`src/rtl/shift_mix_stage.sv`:
```
// One AES round stage: ShiftRows then MixColumns (MixColumns skipped on the last round), result registered.
// Define SHIFT_MIX_SKID_EN to add a skid register so that in_ready is registered instead of combinational.
module shift_mix_stage (
  input  logic         clk,
  input  logic         rst,
  input  logic [127:0] in,
  input  logic         in_last,
  input  logic         in_valid,
  output logic         in_ready,
  output logic [127:0] out,
  output logic         out_valid,
  input  logic         out_ready
);

  localparam int unsigned W = 128;

  logic [W-1:0] xf;
  logic [W-1:0] out_n;
  logic         out_valid_n;
  logic         accept;
  logic         deliver;

  function automatic logic [7:0] xtime(input logic [7:0] b);
    return {b[6:0], 1'b0} ^ (b[7] ? 8'h1b : 8'h00);
  endfunction

  // Byte s(r,c) sits at bit offset 8*(15-(4c+r)).
  function automatic logic [7:0] get_byte(input logic [W-1:0] s, input int r, input int c);
    return s[8*(15-(4*c+r)) +: 8];
  endfunction

  function automatic logic [W-1:0] shift_rows(input logic [W-1:0] s);
    logic [W-1:0] o;
    o = '0;
    for (int c = 0; c < 4; c++)
      for (int r = 0; r < 4; r++)
        o[8*(15-(4*c+r)) +: 8] = get_byte(s, r, (c + r) % 4);
    return o;
  endfunction

  function automatic logic [W-1:0] mix_columns(input logic [W-1:0] s);
    logic [W-1:0] o;
    logic [7:0]   a0, a1, a2, a3;
    o = '0;
    for (int c = 0; c < 4; c++) begin
      a0 = get_byte(s, 0, c);
      a1 = get_byte(s, 1, c);
      a2 = get_byte(s, 2, c);
      a3 = get_byte(s, 3, c);
      o[8*(15-4*c) +: 8]       = xtime(a0) ^ xtime(a1) ^ a1 ^ a2 ^ a3;
      o[8*(15-(4*c+1)) +: 8]   = xtime(a1) ^ xtime(a2) ^ a2 ^ a3 ^ a0;
      o[8*(15-(4*c+2)) +: 8]   = xtime(a2) ^ xtime(a3) ^ a3 ^ a0 ^ a1;
      o[8*(15-(4*c+3)) +: 8]   = xtime(a3) ^ xtime(a0) ^ a0 ^ a1 ^ a2;
    end
    return o;
  endfunction

  // Round transform on the input side; only the registered copy reaches out.
  always_comb begin
    xf = shift_rows(in);
    if (!in_last)
      xf = mix_columns(xf);
  end

  assign accept  = in_valid && in_ready;
  assign deliver = out_valid && out_ready;

`ifdef SHIFT_MIX_SKID_EN
  logic [W-1:0] skid;
  logic [W-1:0] skid_n;
  logic         skid_valid;
  logic         skid_valid_n;
  logic         ready_q;

  assign in_ready = ready_q && !rst;

  // A block arriving while out is stalled parks in skid; skid refills out on delivery.
  always_comb begin
    out_n        = out;
    out_valid_n  = out_valid;
    skid_n       = skid;
    skid_valid_n = skid_valid;
    if (deliver) begin
      if (skid_valid) begin
        out_n        = skid;
        skid_valid_n = 1'b0;
      end else if (accept) begin
        out_n = xf;
      end else begin
        out_valid_n = 1'b0;
      end
    end else if (accept) begin
      if (out_valid) begin
        skid_n       = xf;
        skid_valid_n = 1'b1;
      end else begin
        out_n       = xf;
        out_valid_n = 1'b1;
      end
    end
  end

  always_ff @(posedge clk) begin
    if (rst) begin
      out        <= '0;
      out_valid  <= 1'b0;
      skid       <= '0;
      skid_valid <= 1'b0;
      ready_q    <= 1'b1;
    end else begin
      out        <= out_n;
      out_valid  <= out_valid_n;
      skid       <= skid_n;
      skid_valid <= skid_valid_n;
      ready_q    <= !skid_valid_n;
    end
  end
`else
  assign in_ready = !rst && (!out_valid || out_ready);

  always_comb begin
    out_n       = out;
    out_valid_n = out_valid;
    if (accept) begin
      out_n       = xf;
      out_valid_n = 1'b1;
    end else if (deliver) begin
      out_valid_n = 1'b0;
    end
  end

  always_ff @(posedge clk) begin
    if (rst) begin
      out       <= '0;
      out_valid <= 1'b0;
    end else begin
      out       <= out_n;
      out_valid <= out_valid_n;
    end
  end
`endif

endmodule

```
`config.mk`:
```
export PLATFORM = sky130hd
export DESIGN_NAME = shift_mix_stage
export DESIGN_NICKNAME = d
export VERILOG_FILES = /design/src/rtl/shift_mix_stage.sv
export SDC_FILE = /design/constraint.sdc
export NUM_CORES = 1
export LEC_CHECK = 0
export BUFFER_PORTS_ARGS = -buffer_cell sky130_fd_sc_hd__buf_2
export CAP_MARGIN = 20
export CORE_MARGIN = 5
export CORE_UTILIZATION = 50
export CTS_CLUSTER_SIZE = 10
export DETAILED_ROUTE_END_ITERATION = 6
export GPL_ROUTABILITY_DRIVEN = 0
export PLACE_DENSITY_LB_ADDON = 0.1
export SYNTH_ARGS = -nofsm -noshare
export SYNTH_HDL_FRONTEND = slang
export SYNTH_SLANG_ARGS = --single-unit
```
`constraint.sdc`:
```
create_clock -name clk -period 1.9 [get_ports clk]
set_input_delay 0.475 -clock clk [delete_from_list [all_inputs] [get_ports clk]]
set_output_delay 0.475 -clock clk [all_outputs]
set_load 0.01 [all_outputs]
```
# == After elaboration in Yosys (flattened, before gate mapping) ==
# Cells that the tools add are included.
# word_totals
register_bits,129
inputBits,133
out_inout_bits,130
wordCells,108
# classes
mux,19
bitwise,80
n_reduce_logical,7
# ops
operator,count
bitwise XOR 8 bit,64
two-way mux 128 bit,1
bitwise XOR 8 x 5 -> 8 bit,16
two-way mux 5 bit,16
logical AND 1 bit,3
zero test 1 bit,2
two-way mux 1 bit,2
nonzero test 2 bit,1
logical OR 1 bit,1

# == Depth between registers and ports, before layout ==
# logic_depth
word_depth,7
depth_mapped,6
ltp_nobuf,4

# == Least setup slack after synthesis ==
# No wires, ideal clock.
# synth_path
path_type,in2out
start,input rst
end,output in_ready
t_arrival_ns,1.373
required_ns,1.425
slack_ns,0.052
stages,4
path_buffers,3
path_cell_list,clkbuf_1 -> clkbuf_1 -> clkbuf_1 -> nor2_1
# synth_via
elab_chain_len,2
# synth_lines
item,line,rtl
start: declaration,5,"input logic rst,"
zero test 1 bit,119,assign in_ready = !rst && (!out_valid || out_ready);
logical AND 1 bit,119,
end: declaration,9,"output logic in_ready,"
# Every way passes these cells.

# == Final worst setup path ==
# layout_path
start,register out_valid
end,output in_ready
# layout_via
elab_chain_len,3
# layout_lines
item,line,rtl
start: declaration,11,"output logic out_valid,"
start signal: assignment,138,out_valid <= out_valid_n;
zero test 1 bit,119,
logical OR 1 bit,119,
logical AND 1 bit,119,
# Every way passes these cells.

==> impl_metrics.tcl <==
set metrics [dict create \
    outcome "finished, final reports clean" \
    num_vias 8059 \
    syn_to_final_growth_pct 23.7 \
    arrival_ns 1.36 \
    hold_slack_ns 0.322 \
    slew_violations 0 \
    hold_viol_final 0 \
    track_usage 0.230 \
    die_h_um 158 \
    synth_ff_type "dfxtp_1" \
    cts.sinks 129 \
    peakVddDrop_mv 0.533 \
    synth_common_cells "148 x xnor3_1, 133 x nor2_1, 129 x dfxtp_1, 86 x mux2i_1, 80 x clkbuf_1" \
    ant_nets 0 \
    syn-num-nets 1119 \
    crit_type "register to primary output" \
    cap_violations 0 \
    min_period_over_period 0.966 \
    dr.pass1.iters 5 \
    dieWidth_um 158 \
    synth_area_sq_um 10900 \
    layout-drive-gt1-share 0.321 \
    core.rowCount 54 \
    ys_ff_latch 129 \
    wirelength_mm 28.7 \
    drtIter0Drc 414 \
    setup_viol 0 \
    final_util 0.623 \
    antenna_found_initial 1 \
    synth_area_leader_cell "xnor3_1" \
    startpoint_type "register" \
    grt_overflow_total 0 \
    syn-instance-count 986 \
    required_ns 1.42 \
    cts_tree "done" \
    cts-hold-fix-buffers 0 \
    ys_types 29 \
    total_power_w 0.0106 \
    synth.top_cells.by_area "xnor3_1 31%, dfxtp_1 24%, mux2i_1 7.9%" \
    avgSynthCellArea_sq_um 11.0 \
    p_leak_nw 7.00 \
    fin_skew_ns 0.0179 \
    nFillCells 1844 \
    drcViolationCount 0 \
    initial_core_util 0.503 \
    cts_resized 2 \
    cp-end-kind "primary output" \
    ys_seq_area_frac 0.237 \
    maxSlewHeadroom 0.516 \
    path_clk_slew_ns 0.06 \
    worst-path-max-fanout 3 \
    yosys.area.top_type_share 0.306 \
    cts_setup_buffers 0 \
    rsz0062_at_grt "no" \
    cts_root_buffer "clkbuf_16" \
    synth_most_common_cell "xnor3_1" \
    vias_per_cell 5.29 \
    insertion_delay_ns 0.43 \
    cts_buffer_depth 2 \
    final_nets 1362 \
    tightest_slew_ns 0.724 \
    ys_async_sr_fraction 0 \
    dieArea_sq_um 24800 \
    power_density_nw_per_um2 789 \
    grt_pass1_wl_mm 44.6 \
    routedWlPerCell_um 18.8 \
    grt_max_degree 56 \
    core_sq_um 21600 \
    grt_pass1_vias 8072 \
    synth_edf_count 0 \
    numCtsBuffers 17 \
    num_io_pins 263 \
    place_ws_ns -0.0406 \
    fin_ws_ns 0.0640 \
    fmax_mhz 545 \
    hpwl_mm 21.7 \
    cts_max_level 4 \
    min_path_type "input port to register" \
    port_buffers 262 \
    period_needed_ns 1.84 \
    setup_tns_ns 0 \
    yosys_warnings 0 \
]
==> state kept, by name, summed over array words and instances, names as in the netlist <==
register and flops:
out 128, out_valid 1
==> through the flow <==
step | std cells | cell area [sq um]
floorplan | 986 | 10900
global placement | 1490 | 12800
detailed placement | 1490 | 12800
CTS | 1522 | 13500
global route | 1523 | 13500
finish | 1523 | 13500
==> routing by layer <==
metal	routed length, um	part of all wire	global-route usage	vias up
met2	13700	0.48	0.377	228
met5	0	0	0	-
met3	1790	0.062	0.0533	28
met1	12900	0.45	0.314	3851
met4	371	0.013	0.0524	0
li1	-	-	-	3952
==> layout make-up <==
class	instances	area, sq um	share of cell area
Multi-Input combinational cell	752	7900	0.587
Sequential cell	129	2580	0.192
Timing Repair Buffer	328	1950	0.145
Clock buffer	21	470	0.0349
Tap cell	280	350	0.0260
Clock inverter	11	200	0.0149
Inverter	1	3.75	0.000279
Antenna cell	1	2.50	0.000186
==> cell families after synthesis <==
group	Yosys count	synth area share
and+or+nand+nor	239	0.0999
xor gates and xnor gates	290	0.443
DFF	129	0.237
AOI/OAI and AO/OA	137	0.102
muxes	86	0.0791
buffers and inverters	105	0.0383
==> worst paths after layout <==
check                              start                endpoint  slack [ns]  cells after the start
setup / recovery  out_valid$_SDFFE_PP0P_                in_ready        0.06                      4
hold reg to reg      out[2]$_SDFFE_PP0P_     out[2]$_SDFFE_PP0P_        0.49                      1
hold / removal                  in_valid  out_valid$_SDFFE_PP0P_        0.32                      3
setup reg to reg  out_valid$_SDFFE_PP0P_     out[9]$_SDFFE_PP0P_        0.19                      5
==> critical path, stage by stage, from the launching register on <==
cell and delay [ns]:
dfxtp_1 0.37, nor2b_4 0.24, buf_4 0.15, nor2_1 0.04, buf_2 0.16
==> placed cells by master, fill, tap and decap left out, types with 2 or more instances in the layout <==
cell	n
nor2b_4	2
dfxtp_1	129
clkinv_4	2
or2_0	9
buf_12	11
nor2b_1	11
inv_6	2
buf_2	260
clkbuf_8	3
xor3_1	5
a21oi_1	2
or2_1	8
nor3b_2	12
xnor3_1	148
nand2b_1	4
xnor2_2	19
buf_4	56
o211ai_1	19
o211a_1	9
mux2i_1	86
bufinv_16	5
nand2_1	58
clkinvlp_4	2
xor2_2	4
xnor2_1	74
clkbuf_16	17
a311oi_1	36
xor2_1	40
a211oi_1	68
nor2_1	133
==> where the power goes <==
group / total (W) / internal, W / switching (W)
logic: 0.00378 / 0.00215 / 0.00162
registers: 0.00306 / 0.00293 / 0.000125
clock network: 0.00379 / 0.00245 / 0.00134
Power figures use the tool's default switching activity.
